File: src/rtl/rk8e_break_bridge.sv
// rtl/rk8e_break_bridge.sv - RK8-E disk data-break bridge; optional break timeout via BRK_TIMEOUT_EN
module rk8e_break_bridge #(
    parameter int         FIFO_DEPTH = 2,
    parameter logic [4:0] DB1_STATE  = 5'd20,
    parameter logic [4:0] DB2_STATE  = 5'd21,
    parameter int         TMO_CYCLES = 4096
) (
    input  logic        i_clk,
    input  logic        i_reset,
    input  logic        i_clear,
    input  logic        i_dma_req,
    input  logic        i_dma_wr,
    input  logic [14:0] i_dma_addr,
    input  logic [11:0] i_dma_wdata,
    output logic        o_dma_gnt,
    output logic        o_dma_done,
    output logic [11:0] o_dma_rdata,
    input  logic [4:0]  i_state,
    input  logic        i_break_in_prog,
    input  logic [11:0] i_mem_rdata,
    output logic        o_data_break,
    output logic [14:0] o_break_addr,
    output logic        o_break_to_mem,
    output logic [11:0] o_break_wdata,
    output logic [8:0]  o_word_count,
    output logic        o_brk_err
);

    localparam int PTR_W = $clog2(FIFO_DEPTH);
    localparam int CNT_W = PTR_W + 1;
    localparam logic [CNT_W-1:0] FULL_CNT = CNT_W'(FIFO_DEPTH);

    typedef enum logic [1:0] {
        S_IDLE = 2'd0,
        S_REQ  = 2'd1,
        S_DB   = 2'd2
    } fsm_t;

    fsm_t             r_fsm;
    fsm_t             w_fsm_next;

    // Queue entry layout: {wr, addr[14:0], wdata[11:0]}
    logic [27:0]      r_fifo [FIFO_DEPTH];
    logic [PTR_W-1:0] r_wr_ptr;
    logic [PTR_W-1:0] r_rd_ptr;
    logic [CNT_W-1:0] r_count;

    logic [27:0]      w_head;
    logic             w_full;
    logic             w_push;
    logic             w_pop;
    logic             w_load;
    logic             w_complete;
    logic             w_tmo_expired;
    logic             w_unused;

    logic             r_dma_gnt;
    logic             r_dma_done;
    logic [11:0]      r_dma_rdata;
    logic             r_data_break;
    logic [14:0]      r_break_addr;
    logic             r_break_to_mem;
    logic [11:0]      r_break_wdata;
    logic [8:0]       r_word_count;

    // break_in_prog is informative only; the CPU state bus drives the handshake
    assign w_unused = i_break_in_prog | (TMO_CYCLES == 0);

    assign w_head = r_fifo[r_rd_ptr];
    assign w_full = (r_count == FULL_CNT);
    // Full check uses pre-pop occupancy; the gnt cycle itself never pushes so a
    // still-high request is not queued twice.
    assign w_push = i_dma_req & ~r_dma_gnt & ~w_full;

    // Queue storage; contents are qualified by r_count so no reset is needed
    always_ff @(posedge i_clk) begin
        if (w_push) begin
            r_fifo[r_wr_ptr] <= {i_dma_wr, i_dma_addr, i_dma_wdata};
        end
    end

    // Queue pointers and occupancy; simultaneous push and pop leave occupancy unchanged
    always_ff @(posedge i_clk or posedge i_reset) begin
        if (i_reset) begin
            r_wr_ptr <= '0;
            r_rd_ptr <= '0;
            r_count  <= '0;
        end else if (i_clear) begin
            r_wr_ptr <= '0;
            r_rd_ptr <= '0;
            r_count  <= '0;
        end else begin
            if (w_push) begin
                r_wr_ptr <= r_wr_ptr + PTR_W'(1);
            end
            if (w_pop) begin
                r_rd_ptr <= r_rd_ptr + PTR_W'(1);
            end
            case ({w_push, w_pop})
                2'b10:   r_count <= r_count + CNT_W'(1);
                2'b01:   r_count <= r_count - CNT_W'(1);
                default: r_count <= r_count;
            endcase
        end
    end

    // Break FSM state register
    always_ff @(posedge i_clk or posedge i_reset) begin
        if (i_reset) begin
            r_fsm <= S_IDLE;
        end else if (i_clear) begin
            r_fsm <= S_IDLE;
        end else begin
            r_fsm <= w_fsm_next;
        end
    end

    // Break FSM next state: IDLE loads the head, REQ waits for DB1, DB waits for DB2
    always_comb begin
        w_fsm_next = r_fsm;
        w_load     = 1'b0;
        w_pop      = 1'b0;
        w_complete = 1'b0;
        case (r_fsm)
            S_IDLE: begin
                // DB1 seen here belongs to some other break master and is ignored
                if (r_count != '0) begin
                    w_load     = 1'b1;
                    w_fsm_next = S_REQ;
                end
            end
            S_REQ: begin
                if (i_state == DB1_STATE) begin
                    w_fsm_next = S_DB;
                end else if (w_tmo_expired) begin
                    w_pop      = 1'b1;
                    w_fsm_next = S_IDLE;
                end
            end
            S_DB: begin
                if (i_state == DB2_STATE) begin
                    w_pop      = 1'b1;
                    w_complete = 1'b1;
                    w_fsm_next = S_IDLE;
                end
            end
            default: begin
                w_fsm_next = S_IDLE;
            end
        endcase
    end

    // Registered disk handshake, CPU break request and word counter
    always_ff @(posedge i_clk or posedge i_reset) begin
        if (i_reset) begin
            r_dma_gnt      <= 1'b0;
            r_dma_done     <= 1'b0;
            r_dma_rdata    <= '0;
            r_data_break   <= 1'b0;
            r_break_addr   <= '0;
            r_break_to_mem <= 1'b0;
            r_break_wdata  <= '0;
            r_word_count   <= '0;
        end else if (i_clear) begin
            r_dma_gnt      <= 1'b0;
            r_dma_done     <= 1'b0;
            r_dma_rdata    <= '0;
            r_data_break   <= 1'b0;
            r_break_addr   <= '0;
            r_break_to_mem <= 1'b0;
            r_break_wdata  <= '0;
            r_word_count   <= '0;
        end else begin
            r_dma_gnt  <= w_push;
            r_dma_done <= w_complete;
            if (w_load) begin
                r_data_break   <= 1'b1;
                r_break_to_mem <= w_head[27];
                r_break_addr   <= w_head[26:12];
                r_break_wdata  <= w_head[11:0];
            end else if (r_fsm == S_REQ && w_fsm_next != S_REQ) begin
                // Address and data stay put through DB2; only the request drops
                r_data_break <= 1'b0;
            end
            if (w_complete) begin
                r_word_count <= r_word_count + 9'd1;
                if (!r_break_to_mem) begin
                    r_dma_rdata <= i_mem_rdata;
                end
            end
        end
    end

`ifdef BRK_TIMEOUT_EN
    localparam int TMO_W = $clog2(TMO_CYCLES + 1);
    localparam logic [TMO_W-1:0] TMO_LAST = TMO_W'(TMO_CYCLES - 1);

    logic [TMO_W-1:0] r_tmo_cnt;
    logic             r_brk_err;

    assign w_tmo_expired = (r_tmo_cnt == TMO_LAST);

    // Cycles the current head has waited in REQ for the CPU to enter DB1
    always_ff @(posedge i_clk or posedge i_reset) begin
        if (i_reset) begin
            r_tmo_cnt <= '0;
        end else if (i_clear) begin
            r_tmo_cnt <= '0;
        end else if (r_fsm == S_REQ && w_fsm_next == S_REQ) begin
            r_tmo_cnt <= r_tmo_cnt + TMO_W'(1);
        end else begin
            r_tmo_cnt <= '0;
        end
    end

    // Sticky error: the only REQ->IDLE exit is a timeout drop of the head
    always_ff @(posedge i_clk or posedge i_reset) begin
        if (i_reset) begin
            r_brk_err <= 1'b0;
        end else if (i_clear) begin
            r_brk_err <= 1'b0;
        end else if (r_fsm == S_REQ && w_fsm_next == S_IDLE) begin
            r_brk_err <= 1'b1;
        end
    end

    assign o_brk_err = r_brk_err;
`else
    assign w_tmo_expired = 1'b0;
    assign o_brk_err     = 1'b0;
`endif

    assign o_dma_gnt      = r_dma_gnt;
    assign o_dma_done     = r_dma_done;
    assign o_dma_rdata    = r_dma_rdata;
    assign o_data_break   = r_data_break;
    assign o_break_addr   = r_break_addr;
    assign o_break_to_mem = r_break_to_mem;
    assign o_break_wdata  = r_break_wdata;
    assign o_word_count   = r_word_count;

endmodule
File: config.mk
export PLATFORM = sky130hd
export DESIGN_NAME = rk8e_break_bridge
export DESIGN_NICKNAME = d
export VERILOG_FILES = /design/src/rtl/rk8e_break_bridge.sv
export SDC_FILE = /design/constraint.sdc
export NUM_CORES = 1
export LEC_CHECK = 0
export ABC_AREA = 1
export CAP_MARGIN = 20
export CORE_ASPECT_RATIO = 0.5
export CORE_UTILIZATION = 60
export DETAILED_ROUTE_END_ITERATION = 8
export DONT_BUFFER_PORTS = 1
export GPL_TIMING_DRIVEN = 0
export HOLD_SLACK_MARGIN = 0.03
export PLACE_DENSITY = 0.77
export SLEW_MARGIN = 30
export SYNTH_ARGS = -nofsm -noshare
export SYNTH_HDL_FRONTEND = slang
export SYNTH_SLANG_ARGS = --single-unit
File: constraint.sdc
create_clock -name i_clk -period 4 [get_ports i_clk]
set_input_delay 0.6 -clock i_clk [delete_from_list [all_inputs] [get_ports i_clk]]
set_output_delay 0.6 -clock i_clk [all_outputs]
set_load 0.01 [all_outputs]
==> results.md, run 1 <==
- Worst hold path type: input pin to async pin
- Synthesized Nets: 429
- Drt first pass iters: 5
- Top post-synthesis cells by area: edfxtp_1 36%, dfrtp_1 31%, mux2i_1 6.0%
- Layout cell share with drive strength beyond 1: 17.2%
- GPL Wtd Cong: about 0.84
- Final net count: between 400 and 500
- Core box area: approximately 7400 sq um
- Setup TNS after final layout: 0 ns
- Max Slew Vio Count: 0
- CTS tree: built
- Reg2reg setup slack: roughly 2.1 ns
- Seq cells post-synth: roughly 110
- H-Tree Depth: 4
- Post-CTS Setup Bufs: 0
- Status: completed
- Placed Cells: between 400 and 500
- Clock root cell: clkbuf_16
- Max cap viols: 0
- Leakage power: roughly 2.2 nW
- RSZ-0062 raised after global routing: no
- F_max: 0.531 GHz
- Clk buf depth: 2
- Starting Density: 62.8%
- Skew-Pair Late Insertion Delay: 0.41 ns
- R2R Path End: r_fifo[1][24]$_DFFE_PP_
- Cell Count, Final, Fillers Out: around 510
- Drt wl/cell: about 19 um
- Total track usage: around a quarter
- Rows: 22
- Top_reg_cell synth: dfrtp_1
- Avg Cell Area, Syn: between 10 and 15 sq um
- Pin count of the biggest net entering global routing: 37
- Clock sink total: about 110
- Total gr overflow: 0
- Final WS setup: around 2.1 ns
- Antenna Violating Nets Remaining: 0
- VDD IR max: 0.394 mV
- Synth Instances: around 380
- Vias in the first global route: 2983
- Synth cell types: 31
- Height of the die: 64.3 um
- Mapped Area: 4650 sq um
- Post-CTS Resized: 0
- Startpoint types: register
- Routed vias/inst: about 5.7
- Final setup vio count: 0
- Reg-to-reg startpoint: r_count[0]$_DFFE_PP0P_
- Clock Pin Slew Worst Setup and Hold Paths: approximately 0.05 ns
- Yosys warns: 0
- Post-synth EDFFs: 56
- Die area: approximately 8100 sq um
- Clk_skew: 0.00442 ns
- Area growth syn-to-layout: 18.1%
- Crit path DAT: ~2 ns
- Most common cell in the netlist: nand2_1
- HPWL Detailed: roughly 6200 um
- Period utilization: 47.1%
- Crit Path Max Fanout: 15
- Initial antenna violation count: 0
- R2R cell count: 5
- Via count: slightly below 3k
- Fill count: roughly 460
- Hold buffer count at cts: 0
- Iter 0 DRT Violations: approximately 240
- Post-Route WL: ~9500 um
- Ys async rst share: between 50% and 60%
- Cell area power density: approximately 600 nW/um^2
- Max transition margin: between 60% and 70%
- Diodes inserted: 0
- Worst-Margin Slew: about 0.55 ns
- Register area share after synthesis: between 60% and 70%
- Number of I/O pins: between 100 and 150
- Dpl ws: 2.01 ns
- Final Hold Vio Count: 0
- Top cells by instance count after synthesis: 64 x nand2_1, 58 x dfrtp_1, 56 x edfxtp_1, 47 x inv_1, 28 x mux2i_1
- DRC viols: 0
- Tmin final: between 1.5 and 2 ns
- Leading area contributor after synthesis: edfxtp_1
- Critical path class: register to register
- Die W: about 130 um
- Post-synth top area share: between 30% and 40%
- CP Capture Type: register
- # port buffers: 0
- Global-route wire length before repair: approximately 15000 um
- WP data required: around 4 ns
- Total CTS buffers: 17
## layout make-up
type / count / area, sq um / share of cell area [%]
Clock buffer: 23 / 478 / 8.70
Multi-Input combinational cell: 198 / 1230 / 22.4
Buffer: 16 / 118 / 2.14
Clock inverter: 9 / 151 / 2.76
Tap cell: 96 / 120 / 2.19
Sequential cell: 114 / 3130 / 57.0
Inverter: 50 / 190 / 3.46
Timing Repair Buffer: 3 / 75.1 / 1.37
## registers in the layout, summed over array words and instances (netlist names)
name	flops
o_break_addr	15
o_break_to_mem	1
o_break_wdata	12
o_data_break	1
o_dma_done	1
o_dma_gnt	1
o_dma_rdata	12
o_word_count	9
r_count	2
r_fifo	56
r_fsm	2
r_rd_ptr	1
r_wr_ptr	1
## kinds of logic (layout without fill, tap and decap cells)
logic type               Yosys count  in the layout  synth area share, %
multiplexers                      28             28                 6.02
AND/OR/NAND/NOR                  115            115                 11.3
AO/OA/AOI/OAI                     49             49                 7.66
buffers and inverters             66            101                 6.56
adder cells (fa/ha/maj)            1              1                0.269
flip-flops                       114            114                 67.3
other                              1              1               0.0806
XOR/XNOR                           4              4                0.753
## how the worst max path moves through the flow
| stage | from | endpoint | slack [ns] | cells past startpoint |
|---|---|---|---|---|
| after global placement | i_dma_req | r_fifo[1][12]$_DFFE_PP_ | 0.76 | 4 |
| after global routing | r_count[0]$_DFFE_PP0P_ | r_fifo[1][12]$_DFFE_PP_ | 2.02 | 5 |
| final | r_count[0]$_DFFE_PP0P_ | r_fifo[1][24]$_DFFE_PP_ | 2.12 | 5 |
| after CTS | r_count[0]$_DFFE_PP0P_ | r_fifo[0][16]$_DFFE_PP_ | 2.12 | 5 |
| after floorplan | i_dma_req | r_fifo[1][0]$_DFFE_PP_ | 1.52 | 4 |
| after detailed placement | i_dma_req | r_fifo[0][12]$_DFFE_PP_ | 2.01 | 5 |
## critical path: stages, from the launching register on
cell,delay (ns)
dfrtp_1,0.46
inv_1,0.08
nand2_1,0.07
nand2_1,0.24
nor2_4,0.51
buf_16,0.22
## layer usage
metal | global-route usage, % | routed length [um] | up-vias
met5 | 0 | 0 | -
met4 | 13.0 | 176 | 0
met3 | 9.38 | 893 | 21
met2 | 42.9 | 4710 | 133
met1 | 28.8 | 3670 | 1419
li1 | - | - | 1340
## through the flow
step | total power, W | cell area [sq um] | util [%] | hold slack (ns)
3_5_place_dp | 0.00164 | 4870 | 65.7 | 0.464
4_1_cts | 0.00323 | 5500 | 74.2 | 0.0356
6_report | 0.00321 | 5500 | 74.2 | 0.0281
2_1_floorplan | 0.00156 | 4650 | - | 0.484
3_3_place_gp | 0.00161 | 4770 | 64.5 | 0.490
5_1_grt | 0.00331 | 5500 | 74.2 | 0.0540
## cell usage in the layout, fill, tap and decap left out, types with 2 or more instances in the layout
master     instances
mux2i_1           28
o22ai_1           19
dfrtp_1           58
edfxtp_1          56
o21bai_1           2
xnor2_1            2
nor2_1            13
bufinv_16          4
o22ai_2            9
nand2_1           64
buf_16             2
o21ai_0            3
clkbuf_8           3
o21ai_1            3
inv_1             46
buf_2              7
clkbuf_16         17
nand2_2            2
clkinv_2           3
a21oi_1           11
nand4_1            7
clkbuf_1           4
xor2_1             2
inv_2              3
buf_6              6
nand3_1           20
nor2_4             6
## power by group
group | leakage, nW | total (W) | switching, W | internal [W]
clock | 0.308 | 0.00159 | 0.000502 | 0.00109
combinational | 0.610 | 0.000223 | 0.000143 | 0.0000805
sequential | 1.31 | 0.00140 | 0.0000692 | 0.00133
total | 2.23 | 0.00321 | 0.000714 | 0.00250
No activity file was read; power rests on OpenSTA's default activity.
==> inputs of run 2 (changes only) <==
Clock period 4 ns to 1.8 ns, I/O delays scaled along.
==> run 2 against run 1 <==
Net effect: final area up 6.4%; register-to-register slack worse by 2.0 ns; total power up 120%; non-clock buffer count up 38; first-iteration DRC count down 11%; via count up 5.3%; highest routed layer unchanged.
==> results.md, run 2 (synthesis results as in run 1) <==
- Setup TNS after final layout: 0 ns (unchanged)
- Area of the multi-input gates: 1240 sq um (was 1230 sq um)
- Core box area: 7400 sq um (unchanged)
- Crit Path Max Fanout: 28 (was 15)
- Layout cell share with drive strength beyond 1: 16.2% (was 17.2%)
- Clk buf depth: 2 (unchanged)
- Max reg flops: 56 (unchanged)
- Iter 0 DRT Violations: 214 (was 241)
- Cell area power density: 1220 nW/um^2 (was 584 nW/um^2)
- R2R cell count: 3 (was 5)
- Post-layout instance area: 5850 sq um (was 5500 sq um)
- DRC viols: 0 (unchanged)
- Max transition margin: 42.2% (was 63.6%)
- Sequential Power Share: 43.7% (was 43.5%)
- Clock Power Share: 48.5% (was 49.6%)
- Seq. cell area: 3130 sq um (about the same)
- Worst hold path type: input pin to register (was input pin to async pin)
- Fill count: 406 (was 455)
- Crit path DAT: 1.75 ns (was 2.00 ns)
- Drt wl/cell: 18.4 um (was 18.6 um)
- Largest Register: r_fifo (unchanged)
- Max cap viols: 0 (unchanged)
- Final core occ: 79.0% (was 74.2%)
- Period utilization: 96.0% (was 47.1%)
- WP data required: 1.82 ns (was 4.11 ns)
- CTS tree: built (unchanged)
- Most frequent cells in the layout: 62 x nand2_1, 57 x dfrtp_1, 56 x edfxtp_1, 46 x inv_1, 40 x dlygate4sd3_1 (was 64 x nand2_1, 58 x dfrtp_1, 56 x edfxtp_1, 46 x inv_1, 28 x mux2i_1)
- Post-Route WL: 10100 um (was 9450 um)
- Net Sw Frac: 22.6% (was 22.2%)
- Skew-Pair Late Insertion Delay: 0.40 ns (was 0.41 ns)
- Height of the die: 64.3 um (unchanged)
- Die W: 127 um (unchanged)
- Hold endpoint: o_dma_rdata[8]$_DFFE_PP0P_
- Clk_skew: 0.00985 ns (was 0.00442 ns)
- Comb power frac: 7.8% (was 7.0%)
- # port buffers: 0 (unchanged)
- F_max: 0.579 GHz (was 0.531 GHz)
- Antenna Violating Nets Remaining: 0 (unchanged)
- Reg-to-reg startpoint: o_dma_gnt$_DFF_PP0_ (was r_count[0]$_DFFE_PP0P_)
- Post-CTS Setup Bufs: 0 (unchanged)
- Total gr overflow: 0 (unchanged)
- Routed vias/inst: 5.61 (was 5.72)
- Via count: 3068 (was 2913)
- Die area: 8130 sq um (unchanged)
- VDD IR max: 1.27 mV (was 0.394 mV)
- Vias in the first global route: 3230 (was 2983)
- Clock sink total: 114 (unchanged)
- Final net count: 489 (was 451)
- Hold depth: 2
- Rows: 22 (unchanged)
- Crit-path cells: nor2_2 -> nand2_4 -> nor2_4 (was inv_1 -> nand2_1 -> nand2_1 -> nor2_4 -> buf_16)
- Initial antenna violation count: 0 (unchanged)
- Global-route wire length before repair: 16000 um (was 14900 um)
- Max Slew Vio Count: 0 (unchanged)
- Drt first pass iters: 5 (unchanged)
- Hold_sp: i_mem_rdata[8]
- Total track usage: 27.4% (was 25.4%)
- Leakage power: 2.37 nW (was 2.23 nW)
- Clock root cell: clkbuf_16 (unchanged)
- Total CTS buffers: 17 (unchanged)
- Commonest non-fill, non-tap cell in the layout: nand2_1 (unchanged)
- Placed Cells: 475 (was 477)
- Final Hold Vio Count: 0 (unchanged)
- Status: completed (unchanged)
- HPWL Detailed: 5850 um (was 6150 um)
- Area growth syn-to-layout: 25.7% (was 18.1%)
- Clock Pin Slew Worst Setup and Hold Paths: 0.05 ns (about the same)
- Diodes inserted: 0 (unchanged)
- Worst-Margin Slew: 0.865 ns (was 0.545 ns)
- Tmin final: 1.73 ns (was 1.88 ns)
- R2R Path End: r_fifo[0][19]$_DFFE_PP_ (was r_fifo[1][24]$_DFFE_PP_)
- H-Tree Depth: 4 (unchanged)
- Cell Count, Final, Fillers Out: 547 (was 509)
- Pin count of the biggest net entering global routing: 46 (was 37)
- Starting Density: 62.8% (unchanged)
- Number of I/O pins: 103 (unchanged)
- GPL Wtd Cong: 0.836 (was 0.838)
- Slowest CP cell: nor2_4 (unchanged)
- RSZ-0062 raised after global routing: yes (was no)
- Startpoint types: register (unchanged)
- CP Capture Type: register (unchanged)
- WHS: 0.0629 ns (was 0.0281 ns)
- Reg2reg setup slack: 0.07 ns (was 2.12 ns)
- Pint: 0.00551 W (was 0.00250 W)
- Dpl cell area: 4820 sq um (was 4870 sq um)
- Final setup vio count: 0 (unchanged)
- Critical path class: register to register (unchanged)
- P_sw: 0.00161 W (was 0.000714 W)
- Peak per-stage delay on the critical path: 0.67 ns (was 0.51 ns)
run 2: changes by cell type in the layout (fill, tap and decap cells not counted), sizes merged:
cell,before,now
clkbuf,24,22
dlygate4sd3,0,40
clkinv,3,5
buf,18,16
clkinvlp,1,2
inv,51,50
run 2: power groups by stage:
stage	sequential, W	combinational (W)	clock, W
after global placement	0.00314	0.000426	0
after detailed placement	0.00315	0.000464	0
final	0.00311	0.000555	0.00345
after floorplan	0.00311	0.000355	0
after CTS	0.00311	0.000555	0.00349
after global routing	0.00313	0.000619	0.00362
run 2: area by class of cell:
| cell class | instances | share of cell area (%) |
|---|---|---|
| inverter | 50 | 3.25 |
| sequential | 114 | 53.6 |
| tap | 96 | 2.05 |
| multi-input combinational | 198 | 21.2 |
| clock inverter | 11 | 2.80 |
| buffer | 16 | 2.01 |
| timing repair buffer | 41 | 7.32 |
| clock buffer | 21 | 7.70 |
run 2: per-stage QoR:
| step | total power [W] | setup slack [ns] |
|---|---|---|
| floorplan | 0.00347 | -0.0328 |
| global placement | 0.00357 | -0.496 |
| detailed placement | 0.00361 | -0.124 |
| CTS | 0.00715 | 0.00746 |
| global route | 0.00737 | -0.0441 |
| finish | 0.00712 | 0.0725 |
run 2: critical path, delay by kind of cell, from the launching register on:
family / cells / cell delay (ns)
and+or+nand+nor: 3 / 0.93
DFF: 1 / 0.42
run 2: worst max path at each step:
stage | start | end
detailed placement | r_count[0]$_DFFE_PP0P_ | r_fifo[1][23]$_DFFE_PP_
global route | r_count[0]$_DFFE_PP0P_ | r_wr_ptr$_DFFE_PP0P_
global placement | i_reset | o_dma_rdata[0]$_DFFE_PP0P_
CTS | r_count[0]$_DFFE_PP0P_ | r_fifo[0][12]$_DFFE_PP_
finish | o_dma_gnt$_DFF_PP0_ | r_fifo[0][19]$_DFFE_PP_
floorplan | o_dma_gnt$_DFF_PP0_ | r_fifo[1][0]$_DFFE_PP_
run 2: layer usage:
metal,global-route usage (%),share of wire [%],wire length (um),vias up
met4,11.7,1.0,102,0
met1,31.1,40,4060,1522
met3,10.6,7.6,759,8
met2,46.8,51,5130,120
li1,-,-,-,1418
met5,0,0,0,-
run 2: timing repair:
action / in CTS / in global routing
setup endpoints to repair: 57 / 57
pin swaps: 1 / 1
endpoints found under the hold margin: 125 / 0
resized for setup: 3 / 2
hold buffers: 40 / 0
